[config.mk]
export PLATFORM = sky130hd
export DESIGN_NAME = uc_jogo_principal_param_flat
export DESIGN_NICKNAME = d
export VERILOG_FILES = /design/src/rtl/uc_jogo_principal_if.sv /design/src/rtl/uc_jogo_principal_param.sv /design/src/flat_wrapper.sv
export SDC_FILE = /design/constraint.sdc
export NUM_CORES = 1
export LEC_CHECK = 0
export CORE_ASPECT_RATIO = 1.4
export CORE_MARGIN = 10
export CORE_UTILIZATION = 50
export DETAILED_ROUTE_END_ITERATION = 10
export PLACE_DENSITY_LB_ADDON = 0.2
export SLEW_MARGIN = 15
export SYNTH_ARGS = -nofsm -noshare
export SYNTH_HDL_FRONTEND = slang
export SYNTH_SLANG_ARGS = --single-unit
[constraint.sdc]
create_clock -name clock -period 5.55 [get_ports clock]
set_input_delay 1.665 -clock clock [delete_from_list [all_inputs] [get_ports clock]]
set_output_delay 1.665 -clock clock [all_outputs]
set_load 0.01 [all_outputs]
[src/rtl/uc_jogo_principal_if.sv]
// Handshake bundle between the main game control unit and its environment:
// player-move inputs, sub-machine start/done signals, lives pulses and status.
interface uc_jogo_principal_param_if #(
  parameter int LARGURA_VIDAS = 3
);
  logic                     iniciar;
  logic                     pausar;
  logic                     ocorreu_jogada;
  logic                     ocorreu_tiro;
  logic                     fim_movimentacao;
  logic                     fim_registra_tiros;
  logic                     perda_vida;
  logic                     ganho_vida;
  logic                     enable_reg_jogada;
  logic                     reset_reg_jogada;
  logic                     inicia_movimentacao;
  logic                     inicia_registra_tiros;
  logic                     reset_contadores;
  logic                     reset_maquinas;
  logic                     pronto;
  logic                     pausado;
  logic                     erro;
  logic [LARGURA_VIDAS-1:0] vidas;
  logic [3:0]               db_estado;

  modport master (
    output iniciar, pausar, ocorreu_jogada, ocorreu_tiro,
           fim_movimentacao, fim_registra_tiros, perda_vida, ganho_vida,
    input  enable_reg_jogada, reset_reg_jogada, inicia_movimentacao,
           inicia_registra_tiros, reset_contadores, reset_maquinas,
           pronto, pausado, erro, vidas, db_estado
  );

  modport slave (
    input  iniciar, pausar, ocorreu_jogada, ocorreu_tiro,
           fim_movimentacao, fim_registra_tiros, perda_vida, ganho_vida,
    output enable_reg_jogada, reset_reg_jogada, inicia_movimentacao,
           inicia_registra_tiros, reset_contadores, reset_maquinas,
           pronto, pausado, erro, vidas, db_estado
  );
endinterface

[src/rtl/uc_jogo_principal_param.sv]
// Main game control unit: sequences moves, asteroid/shot movement and shot
// registration, with lives counter, idle auto-tick, pause and sub-machine watchdog.
module uc_jogo_principal_param #(
  parameter int VIDAS_INICIAIS = 3,
  parameter int VIDAS_MAX      = 7,
  parameter int LARGURA_VIDAS  = 3,
  parameter int TIMEOUT_JOGADA = 1000,
  parameter int SALVA_CICLOS   = 2,
  parameter int WATCHDOG       = 4096
) (
  input logic clock,
  input logic reset_n,
  uc_jogo_principal_param_if.slave bus
);

  typedef enum logic [3:0] {
    INICIAL               = 4'h0,
    INICIALIZA            = 4'h1,
    ESPERA_JOGADA         = 4'h2,
    REGISTRA_JOGADA       = 4'h3,
    ESPERA_SALVAMENTO     = 4'h4,
    MOVIMENTA             = 4'h5,
    ESPERA_MOVIMENTACAO   = 4'h6,
    INICIA_REGISTRA_TIROS = 4'h7,
    ESPERA_REGISTRA_TIROS = 4'h8,
    PAUSA                 = 4'h9,
    FIM_JOGO              = 4'hA,
    ERRO                  = 4'hF
  } estado_t;

  localparam int TW      = (TIMEOUT_JOGADA > 1) ? $clog2(TIMEOUT_JOGADA) : 1;
  localparam int ESP_MAX = (WATCHDOG > SALVA_CICLOS) ? WATCHDOG : SALVA_CICLOS;
  localparam int CW      = (ESP_MAX > 1) ? $clog2(ESP_MAX) : 1;

  localparam logic [TW-1:0]            TIMER_FIM = TW'(TIMEOUT_JOGADA - 1);
  localparam logic [CW-1:0]            WD_FIM    = CW'(WATCHDOG - 1);
  localparam logic [CW-1:0]            SALVA_FIM = CW'(SALVA_CICLOS - 1);
  localparam logic [LARGURA_VIDAS-1:0] V_MAX     = LARGURA_VIDAS'(VIDAS_MAX);
  localparam logic [LARGURA_VIDAS-1:0] V_INI     = LARGURA_VIDAS'(VIDAS_INICIAIS);

  estado_t                  estado, prox;
  logic [TW-1:0]            timer;
  logic [CW-1:0]            cont;
  logic [LARGURA_VIDAS-1:0] vidas;
  logic                     tiro_pendente;
  logic                     timeout, wd_estouro, salva_ultimo, sem_vidas;

  assign timeout      = (TIMEOUT_JOGADA != 0) && (timer == TIMER_FIM);
  assign wd_estouro   = (WATCHDOG != 0) && (cont == WD_FIM);
  assign salva_ultimo = (cont == SALVA_FIM);
  assign sem_vidas    = (vidas == '0);

  always_ff @(posedge clock) begin
    if (!reset_n) estado <= INICIAL;
    else          estado <= prox;
  end

  // cont is shared: save-delay counter in ESPERA_SALVAMENTO, watchdog in the
  // two sub-machine waits; every path between those states passes a clearing state.
  always_ff @(posedge clock) begin
    if (!reset_n) begin
      timer         <= '0;
      cont          <= '0;
      vidas         <= '0;
      tiro_pendente <= 1'b0;
    end else begin
      case (estado)
        ESPERA_JOGADA: timer <= timer + 1'b1;
        PAUSA:         timer <= timer;
        default:       timer <= '0;
      endcase

      case (estado)
        ESPERA_SALVAMENTO, ESPERA_MOVIMENTACAO, ESPERA_REGISTRA_TIROS:
                 cont <= cont + 1'b1;
        default: cont <= '0;
      endcase

      if (estado == INICIALIZA || estado == INICIA_REGISTRA_TIROS)
        tiro_pendente <= 1'b0;
      else if (estado == ESPERA_SALVAMENTO && salva_ultimo)
        tiro_pendente <= bus.ocorreu_tiro;

      case (estado)
        INICIALIZA:                 vidas <= V_INI;
        INICIAL, FIM_JOGO, ERRO:    vidas <= vidas;
        default: begin
          if (bus.perda_vida && !bus.ganho_vida && vidas != '0)
            vidas <= vidas - 1'b1;
          else if (bus.ganho_vida && !bus.perda_vida && vidas != V_MAX)
            vidas <= vidas + 1'b1;
        end
      endcase
    end
  end

  always_comb begin
    prox = estado;
    case (estado)
      INICIAL:         if (bus.iniciar) prox = INICIALIZA;
      INICIALIZA:      prox = ESPERA_JOGADA;
      ESPERA_JOGADA: begin
        if (sem_vidas)               prox = FIM_JOGO;
        else if (bus.pausar)         prox = PAUSA;
        else if (bus.ocorreu_jogada) prox = REGISTRA_JOGADA;
        else if (timeout)            prox = MOVIMENTA;
      end
      REGISTRA_JOGADA: prox = ESPERA_SALVAMENTO;
      ESPERA_SALVAMENTO: begin
        if (salva_ultimo) begin
          if (sem_vidas)             prox = FIM_JOGO;
          else if (bus.ocorreu_tiro) prox = MOVIMENTA;
          else                       prox = ESPERA_JOGADA;
        end
      end
      MOVIMENTA:       prox = ESPERA_MOVIMENTACAO;
      ESPERA_MOVIMENTACAO: begin
        if (bus.fim_movimentacao) begin
          if (sem_vidas)          prox = FIM_JOGO;
          else if (tiro_pendente) prox = INICIA_REGISTRA_TIROS;
          else                    prox = ESPERA_JOGADA;
        end else if (wd_estouro) prox = ERRO;
      end
      INICIA_REGISTRA_TIROS: prox = ESPERA_REGISTRA_TIROS;
      ESPERA_REGISTRA_TIROS: begin
        if (bus.fim_registra_tiros) prox = ESPERA_JOGADA;
        else if (wd_estouro)        prox = ERRO;
      end
      PAUSA:           if (!bus.pausar) prox = ESPERA_JOGADA;
      FIM_JOGO:        if (bus.iniciar) prox = INICIALIZA;
      ERRO:            prox = ERRO;
      default:         prox = ERRO;
    endcase
  end

  always_comb begin
    bus.enable_reg_jogada     = 1'b0;
    bus.reset_reg_jogada      = 1'b0;
    bus.inicia_movimentacao   = 1'b0;
    bus.inicia_registra_tiros = 1'b0;
    bus.reset_contadores      = 1'b0;
    bus.reset_maquinas        = 1'b0;
    bus.pronto                = 1'b0;
    bus.pausado               = 1'b0;
    bus.erro                  = 1'b0;
    case (estado)
      INICIALIZA, FIM_JOGO: begin
        bus.reset_reg_jogada = 1'b1;
        bus.reset_contadores = 1'b1;
        bus.reset_maquinas   = 1'b1;
        bus.pronto           = (estado == FIM_JOGO);
      end
      ESPERA_JOGADA:         bus.reset_reg_jogada      = 1'b1;
      REGISTRA_JOGADA:       bus.enable_reg_jogada     = 1'b1;
      MOVIMENTA:             bus.inicia_movimentacao   = 1'b1;
      INICIA_REGISTRA_TIROS: bus.inicia_registra_tiros = 1'b1;
      PAUSA:                 bus.pausado               = 1'b1;
      ERRO: begin
        bus.erro           = 1'b1;
        bus.reset_maquinas = 1'b1;
      end
      default: ;
    endcase
  end

  assign bus.vidas     = vidas;
  assign bus.db_estado = estado;

endmodule

[src/flat_wrapper.sv]
// flat-port wrapper written by rule: the top's interface ports become plain ports
module uc_jogo_principal_param_flat 
#(
  parameter int VIDAS_INICIAIS = 3,
  parameter int VIDAS_MAX      = 7,
  parameter int LARGURA_VIDAS  = 3,
  parameter int TIMEOUT_JOGADA = 1000,
  parameter int SALVA_CICLOS   = 2,
  parameter int WATCHDOG       = 4096
)
  (clock, reset_n, bus_iniciar, bus_pausar, bus_ocorreu_jogada, bus_ocorreu_tiro, bus_fim_movimentacao, bus_fim_registra_tiros, bus_perda_vida, bus_ganho_vida, bus_enable_reg_jogada, bus_reset_reg_jogada, bus_inicia_movimentacao, bus_inicia_registra_tiros, bus_reset_contadores, bus_reset_maquinas, bus_pronto, bus_pausado, bus_erro, bus_vidas, bus_db_estado);
  uc_jogo_principal_param_if #(.LARGURA_VIDAS(LARGURA_VIDAS)) bus_i ();
  input logic clock;
  input logic reset_n;
  input wire logic [$bits(bus_i.iniciar)-1:0] bus_iniciar;
  input wire logic [$bits(bus_i.pausar)-1:0] bus_pausar;
  input wire logic [$bits(bus_i.ocorreu_jogada)-1:0] bus_ocorreu_jogada;
  input wire logic [$bits(bus_i.ocorreu_tiro)-1:0] bus_ocorreu_tiro;
  input wire logic [$bits(bus_i.fim_movimentacao)-1:0] bus_fim_movimentacao;
  input wire logic [$bits(bus_i.fim_registra_tiros)-1:0] bus_fim_registra_tiros;
  input wire logic [$bits(bus_i.perda_vida)-1:0] bus_perda_vida;
  input wire logic [$bits(bus_i.ganho_vida)-1:0] bus_ganho_vida;
  output wire logic [$bits(bus_i.enable_reg_jogada)-1:0] bus_enable_reg_jogada;
  output wire logic [$bits(bus_i.reset_reg_jogada)-1:0] bus_reset_reg_jogada;
  output wire logic [$bits(bus_i.inicia_movimentacao)-1:0] bus_inicia_movimentacao;
  output wire logic [$bits(bus_i.inicia_registra_tiros)-1:0] bus_inicia_registra_tiros;
  output wire logic [$bits(bus_i.reset_contadores)-1:0] bus_reset_contadores;
  output wire logic [$bits(bus_i.reset_maquinas)-1:0] bus_reset_maquinas;
  output wire logic [$bits(bus_i.pronto)-1:0] bus_pronto;
  output wire logic [$bits(bus_i.pausado)-1:0] bus_pausado;
  output wire logic [$bits(bus_i.erro)-1:0] bus_erro;
  output wire logic [$bits(bus_i.vidas)-1:0] bus_vidas;
  output wire logic [$bits(bus_i.db_estado)-1:0] bus_db_estado;
  assign bus_i.iniciar = bus_iniciar;
  assign bus_i.pausar = bus_pausar;
  assign bus_i.ocorreu_jogada = bus_ocorreu_jogada;
  assign bus_i.ocorreu_tiro = bus_ocorreu_tiro;
  assign bus_i.fim_movimentacao = bus_fim_movimentacao;
  assign bus_i.fim_registra_tiros = bus_fim_registra_tiros;
  assign bus_i.perda_vida = bus_perda_vida;
  assign bus_i.ganho_vida = bus_ganho_vida;
  assign bus_enable_reg_jogada = bus_i.enable_reg_jogada;
  assign bus_reset_reg_jogada = bus_i.reset_reg_jogada;
  assign bus_inicia_movimentacao = bus_i.inicia_movimentacao;
  assign bus_inicia_registra_tiros = bus_i.inicia_registra_tiros;
  assign bus_reset_contadores = bus_i.reset_contadores;
  assign bus_reset_maquinas = bus_i.reset_maquinas;
  assign bus_pronto = bus_i.pronto;
  assign bus_pausado = bus_i.pausado;
  assign bus_erro = bus_i.erro;
  assign bus_vidas = bus_i.vidas;
  assign bus_db_estado = bus_i.db_estado;
  uc_jogo_principal_param #(.VIDAS_INICIAIS(VIDAS_INICIAIS), .VIDAS_MAX(VIDAS_MAX), .LARGURA_VIDAS(LARGURA_VIDAS), .TIMEOUT_JOGADA(TIMEOUT_JOGADA), .SALVA_CICLOS(SALVA_CICLOS), .WATCHDOG(WATCHDOG)) u_core (.clock(clock), .reset_n(reset_n), .bus(bus_i));
endmodule
==> results.json, run 1 <==
{
  "wl_per_cell_um": 15.3,
  "p_leak_nw": 0.743,
  "post-place-ws_ns": 1.83,
  "crit_end": "bus_reset_maquinas",
  "synth_cell_types": 56,
  "die_h_um": 91.8,
  "syn-instance-count": 232,
  "worstPathMaxFanout": 19,
  "min_path_type": "reg -> reg",
  "dominantRegCellSynth": "dfxtp_1",
  "vias": 1679,
  "ant_nets": 0,
  "grt_pass1_vias": 1630,
  "via_per_inst": 5.75,
  "yosysWarnings": 0,
  "layout_setup_ws_ns": 1.50,
  "avgSynthCellArea_um2": 7.93,
  "p_per_area_nw_per_um2": 374,
  "syn_to_final_growth_pct": 17.7,
  "cts_setup_buffers": 0,
  "ys_seq_area_share_pct": 32.7,
  "min_period_over_period_pct": 72.9,
  "grt_max_degree": 21,
  "synth_edf_count": 0,
  "row_count": 26,
  "ctsHtreeMaxLevel": 2,
  "worst_pin_slew_ns": 0.667,
  "reg2reg_from": "u_core.bus.db_estado[1]",
  "initial_core_util_pct": 50.9,
  "cts_buffers": 5,
  "hpwl_um": 3250,
  "rsz0062_at_grt": "no",
  "finalClockSkew_ns": 0.00208,
  "r2r_slack_ns": 3.16,
  "r2r_cells": 6,
  "drtIter0Drc": 61,
  "post-route-min-period_ns": 4.05,
  "grt_pass1_wl_um": 7710,
  "async_flop_share_pct": 0,
  "r2r-end": "u_core.bus.db_estado[0]",
  "max-vdd-ir-drop_mv": 0.254,
  "die_w_um": 71.3,
  "setup_total_negative_slack_ns": 0,
  "cts_resized": 0,
  "relSlewSlack_pct": 55.5,
  "final_hold_viol_count": 0,
  "dr.pass1.iters": 4,
  "path_clk_slew_ns": 0.06,
  "cts_sinks": 30,
  "instances_no_fill": 292,
  "clockBufferDepth": 2,
  "startpoint": "u_core.bus.db_estado[0]",
  "outcome": "finished clean",
  "tritoncts": "yes",
  "ys_ff_latch": 30,
  "setup.worst_path.end_class": "primary output",
  "core_um2": 3610,
  "cts_hold_buf": 0,
  "finalPower_mw": 0.810,
  "whs_ns": 0.486,
  "final_max_slew_viol_count": 0,
  "ios": 26,
  "worstPathArrival_ns": 2.38,
  "final_layout_size_suffix_gt1_share_pct": 5.20,
  "final-setup-viol-count": 0,
  "fin_nets": 265,
  "antenna_cells": 0,
  "clock_latency_ns": 0.28,
  "post-place-cells": 286,
  "grt_overflow": 0,
  "route.detailed.drc": 0,
  "syn_nets": 246,
  "dpl-instance-area_um2": 2080,
  "critPathKind": "reg -> out",
  "dieArea_um2": 6540,
  "post-route-util_pct": 59.9,
  "max_freq_mhz": 247,
  "cts_root_buf": "clkbuf_8",
  "critPathRequiredTime_ns": 3.88,
  "place_congestion": 0.820,
  "crit_path_start_kind": "flop",
  "io_buffers": 25,
  "syn-cell-area_um2": 1840,
  "drv_cap": 0,
  "fin_area_um2": 2160,
  "antenna_found_initial": 0,
  "wirelength_um": 4460,
  "grt_usage_pct": 13.9
}
state kept, by name (all words and copies together) (netlist names):
signal                flops
u_core.tiro_pendente      1
u_core.bus.vidas          3
u_core.bus.db_estado      4
u_core.cont              12
u_core.timer             10
cells by family after synthesis:
kind of cell	count (synthesis)	share of synthesized area (%)
buf+inv	21	4.90
xor+xnor	20	9.52
compound gates	38	15.0
flops	30	32.7
fa+ha+maj	4	3.13
simple gates	117	33.6
mux	2	1.16
report_power, final:
| part | internal, mW | total [mW] | switching, mW |
|---|---|---|---|
| registers | 0.236 | 0.296 | 0.0596 |
| logic | 0.168 | 0.341 | 0.173 |
| clock network | 0.0954 | 0.173 | 0.0780 |
| total | 0.500 | 0.810 | 0.310 |
layer usage:
| layer | vias to the layer above | global-route usage [%] | part of all wire [%] |
|---|---|---|---|
| met1 | 786 | 16.0 | 43 |
| met3 | 10 | 3.45 | 3.7 |
| met4 | 0 | 5.18 | 2.3 |
| li1 | 849 | - | - |
| met5 | - | 0 | 0 |
| met2 | 34 | 23.9 | 51 |
cells in the mapped netlist, types with 5 or more instances:
cell type	n	area share [%]
xor2_1	9	4.3
clkbuf_1	8	1.6
o21a_1	5	2.0
nor2_1	33	6.7
or3_1	6	2.0
nand3_1	8	2.2
inv_1	7	1.4
nand2_1	22	4.5
o21ai_0	5	1.4
nand2b_1	9	3.1
a21oi_1	8	2.2
dfxtp_1	30	33
and2_1	5	1.7
nor3_1	8	2.2
xnor2_1	11	5.2
worst min path at each step:
stage	startpoint	to	slack [ns]	cells past startpoint
3_3_place_gp	u_core.cont[0]	u_core.cont[0]	0.47	1
4_1_cts	u_core.timer[1]	u_core.timer[1]	0.48	2
3_5_place_dp	u_core.cont[0]	u_core.cont[0]	0.47	1
6_report	u_core.timer[1]	u_core.timer[1]	0.49	2
5_1_grt	u_core.timer[1]	u_core.timer[1]	0.52	2
2_1_floorplan	u_core.cont[0]	u_core.cont[0]	0.44	1
placed cells by master, fill, tap and decap left out, types with 2 or more instances in the layout:
cell	netlist	final
nor4b_1	2	2
a311oi_1	2	2
a31oi_1	2	2
o21ai_0	5	5
o21a_1	5	5
ha_1	3	3
inv_1	7	7
nand3_1	8	8
nor2b_1	3	3
clkdlybuf4s50_1	0	25
nand4_1	2	2
xnor2_1	11	11
and3_1	2	2
or3_1	6	6
nor3_1	8	8
nor4_1	2	2
nand2b_1	9	9
nor3b_1	2	2
a21oi_1	8	8
nand3b_1	2	2
clkbuf_8	0	6
nand2_1	22	22
dfxtp_1	30	30
o32ai_1	2	2
xor2_1	9	9
nor2_1	33	33
and2_1	5	5
and4_1	3	3
worst max-delay path, cell delays in order, from the launching register on:
cell and delay, ns:
dfxtp_1 0.69, nand2b_1 0.13, or3_1 0.44, nor2b_1 0.20, o21ai_0 0.07, clkdlybuf4s50_1 0.56
layout make-up:
type / count / area (µm²)
repair buffers: 25 / 250
inverters: 8 / 30.0
clock buffers: 6 / 82.6
well taps: 42 / 52.6
multi-input cells: 181 / 1150
flip-flops and latches: 30 / 601
fillers: 342 / 1450
No activity file was read; power rests on OpenSTA's default activity.
==> run 2, diff against run 1 <==
clock period = 3.9 ns   (was 5.55 ns; I/O delays follow)
==> run 2 against run 1 <==
Against the previous run:
- via count decreased by 2.1%
- count of clock-buffer cells in the layout unchanged
- core utilization increased by 1.2 points
- critical path depth unchanged
- hold slack got worse by 0.011 ns
- final cell count increased by 1.0%
- sequential share of layout area decreased by 0.57 points
- highest routed layer unchanged
==> results.json, run 2 (synthesis gave the netlist of run 1 again) <==
{
  "ctsHtreeMaxLevel": 2,
  "startpoint": "u_core.bus.db_estado[0]",
  "drv_cap": 0,
  "io_buffers": 25,
  "final_common_cell": "nor2_1",
  "worstPathMaxFanout": 19,
  "post-place-ws_ns": 0.666,
  "setup.worst_path.end_class": "primary output",
  "drtIter0Drc": 53,
  "regMostFlops": "u_core.cont",
  "worst_pin_slew_ns": 0.657,
  "wirelength_um": 4350,
  "max-vdd-ir-drop_mv": 0.381,
  "setup_total_negative_slack_ns": 0,
  "instances_no_fill": 295,
  "dr.pass1.iters": 4,
  "grt_usage_pct": 14.0,
  "final_hold_viol_count": 0,
  "final_layout_size_suffix_gt1_share_pct": 6.32,
  "combinationalPowerShare_pct": 41.0,
  "syn_to_final_growth_pct": 20.1,
  "crit_path_start_kind": "flop",
  "vias": 1644,
  "finalPower_mw": 1.24,
  "n_fill_cell": 343,
  "dieArea_um2": 6540,
  "cts_root_buf": "clkbuf_8",
  "p_per_area_nw_per_um2": 559,
  "ff_latch_area_um2": 601,
  "layout_common_cells": "nor2_1, dfxtp_1, clkdlybuf4s50_1",
  "r2r_slack_ns": 1.53,
  "cts_setup_buffers": 0,
  "die_h_um": 91.8,
  "largest_reg_flops": 12,
  "hold_start": "u_core.timer[1]",
  "whs_ns": 0.475,
  "hpwl_um": 3240,
  "antenna_cells": 0,
  "relSlewSlack_pct": 56.2,
  "r2r-end": "u_core.bus.db_estado[0]",
  "grt_max_degree": 20,
  "r2r_cells": 6,
  "final-setup-viol-count": 0,
  "initial_core_util_pct": 50.9,
  "reg2reg_from": "u_core.bus.db_estado[1]",
  "multi_input_area_um2": 1150,
  "cts_buffers": 5,
  "wl_per_cell_um": 14.7,
  "core_um2": 3610,
  "cts_resized": 0,
  "die_w_um": 71.3,
  "worstPathArrival_ns": 2.41,
  "critPathRequiredTime_ns": 2.73,
  "route.detailed.drc": 0,
  "grt_pass1_vias": 1625,
  "layout_setup_ws_ns": 0.324,
  "place_congestion": 0.838,
  "final_max_slew_viol_count": 0,
  "rsz0062_at_grt": "no",
  "p_seq_share_pct": 32.8,
  "finalClockSkew_ns": 0.00358,
  "clockBufferDepth": 2,
  "row_count": 26,
  "whs_path_depth": 2,
  "via_per_inst": 5.57,
  "p_leak_nw": 0.768,
  "post-route-min-period_ns": 3.58,
  "cts_hold_buf": 0,
  "critPathKind": "reg -> out",
  "max_freq_mhz": 280,
  "min_path_type": "reg -> reg",
  "tritoncts": "yes",
  "outcome": "finished clean",
  "grt_pass1_wl_um": 7670,
  "antenna_found_initial": 0,
  "grt_overflow": 0,
  "min_period_over_period_pct": 91.7,
  "ios": 26,
  "p_int_mw": 0.785,
  "holdPathEnd": "u_core.timer[1]",
  "clock_latency_ns": 0.29,
  "post-place-cells": 288,
  "cts_sinks": 30,
  "p_clk_share_pct": 26.2,
  "p_switching_mw": 0.450,
  "fin_nets": 267,
  "switching_share_pct": 36.5,
  "path_clk_slew_ns": 0.06,
  "ant_nets": 0
}
-- run 2: changes by cell type in the layout (fill, tap and decap cells not counted), sizes merged --
cell	delta
buf	+2
bufinv	+1
-- run 2: per-layer routing --
layer  GRT usage (%)  vias to the layer above  share of wire [%]
met5               0                        -                  0
met4            3.88                        0                1.2
met3            4.10                        6                4.1
met2            23.4                       27                 49
met1            16.8                      761                 46
li1                -                      850                  -
-- run 2: power by group through the flow --
stage / combinational, mW / clock [mW] / sequential [mW]
floorplan: 0.368 / 0 / 0.377
global placement: 0.505 / 0 / 0.409
detailed placement: 0.504 / 0 / 0.409
CTS: 0.509 / 0.332 / 0.403
global route: 0.561 / 0.339 / 0.415
finish: 0.506 / 0.324 / 0.406
-- run 2: worst max-delay path by stage --
| stage | to | cells past startpoint | slack [ns] |
|---|---|---|---|
| 6_report | bus_reset_maquinas | 5 | 0.32 |
| 5_1_grt | bus_reset_maquinas | 5 | 0.15 |
| 4_1_cts | bus_reset_maquinas | 5 | 0.33 |
| 3_5_place_dp | bus_reset_maquinas | 5 | 0.67 |
| 3_3_place_gp | bus_reset_maquinas | 5 | 0.69 |
| 2_1_floorplan | bus_reset_maquinas | 6 | 1.31 |
-- run 2: layout make-up --
| type | count | share of cell area [%] |
|---|---|---|
| well taps | 42 | 2.38 |
| flip-flops and latches | 30 | 27.2 |
| clock buffers | 6 | 3.74 |
| inverters | 8 | 1.36 |
| repair buffers | 27 | 12.0 |
| clock inverters | 1 | 1.36 |
| multi-input cells | 181 | 52.0 |
-- run 2: metrics by stage --
step | area, µm² | util [%]
after floorplan | 1840 | -
after global placement | 2100 | 58.1
after CTS | 2210 | 61.2
final | 2210 | 61.2
after global routing | 2210 | 61.2
after detailed placement | 2100 | 58.1
-- run 2: critical path, cell delays in order (launching register included) --
cell	delay [ns]
dfxtp_1	0.69
nand2b_1	0.14
or3_1	0.44
nor2b_1	0.20
o21ai_0	0.08
clkdlybuf4s50_1	0.56
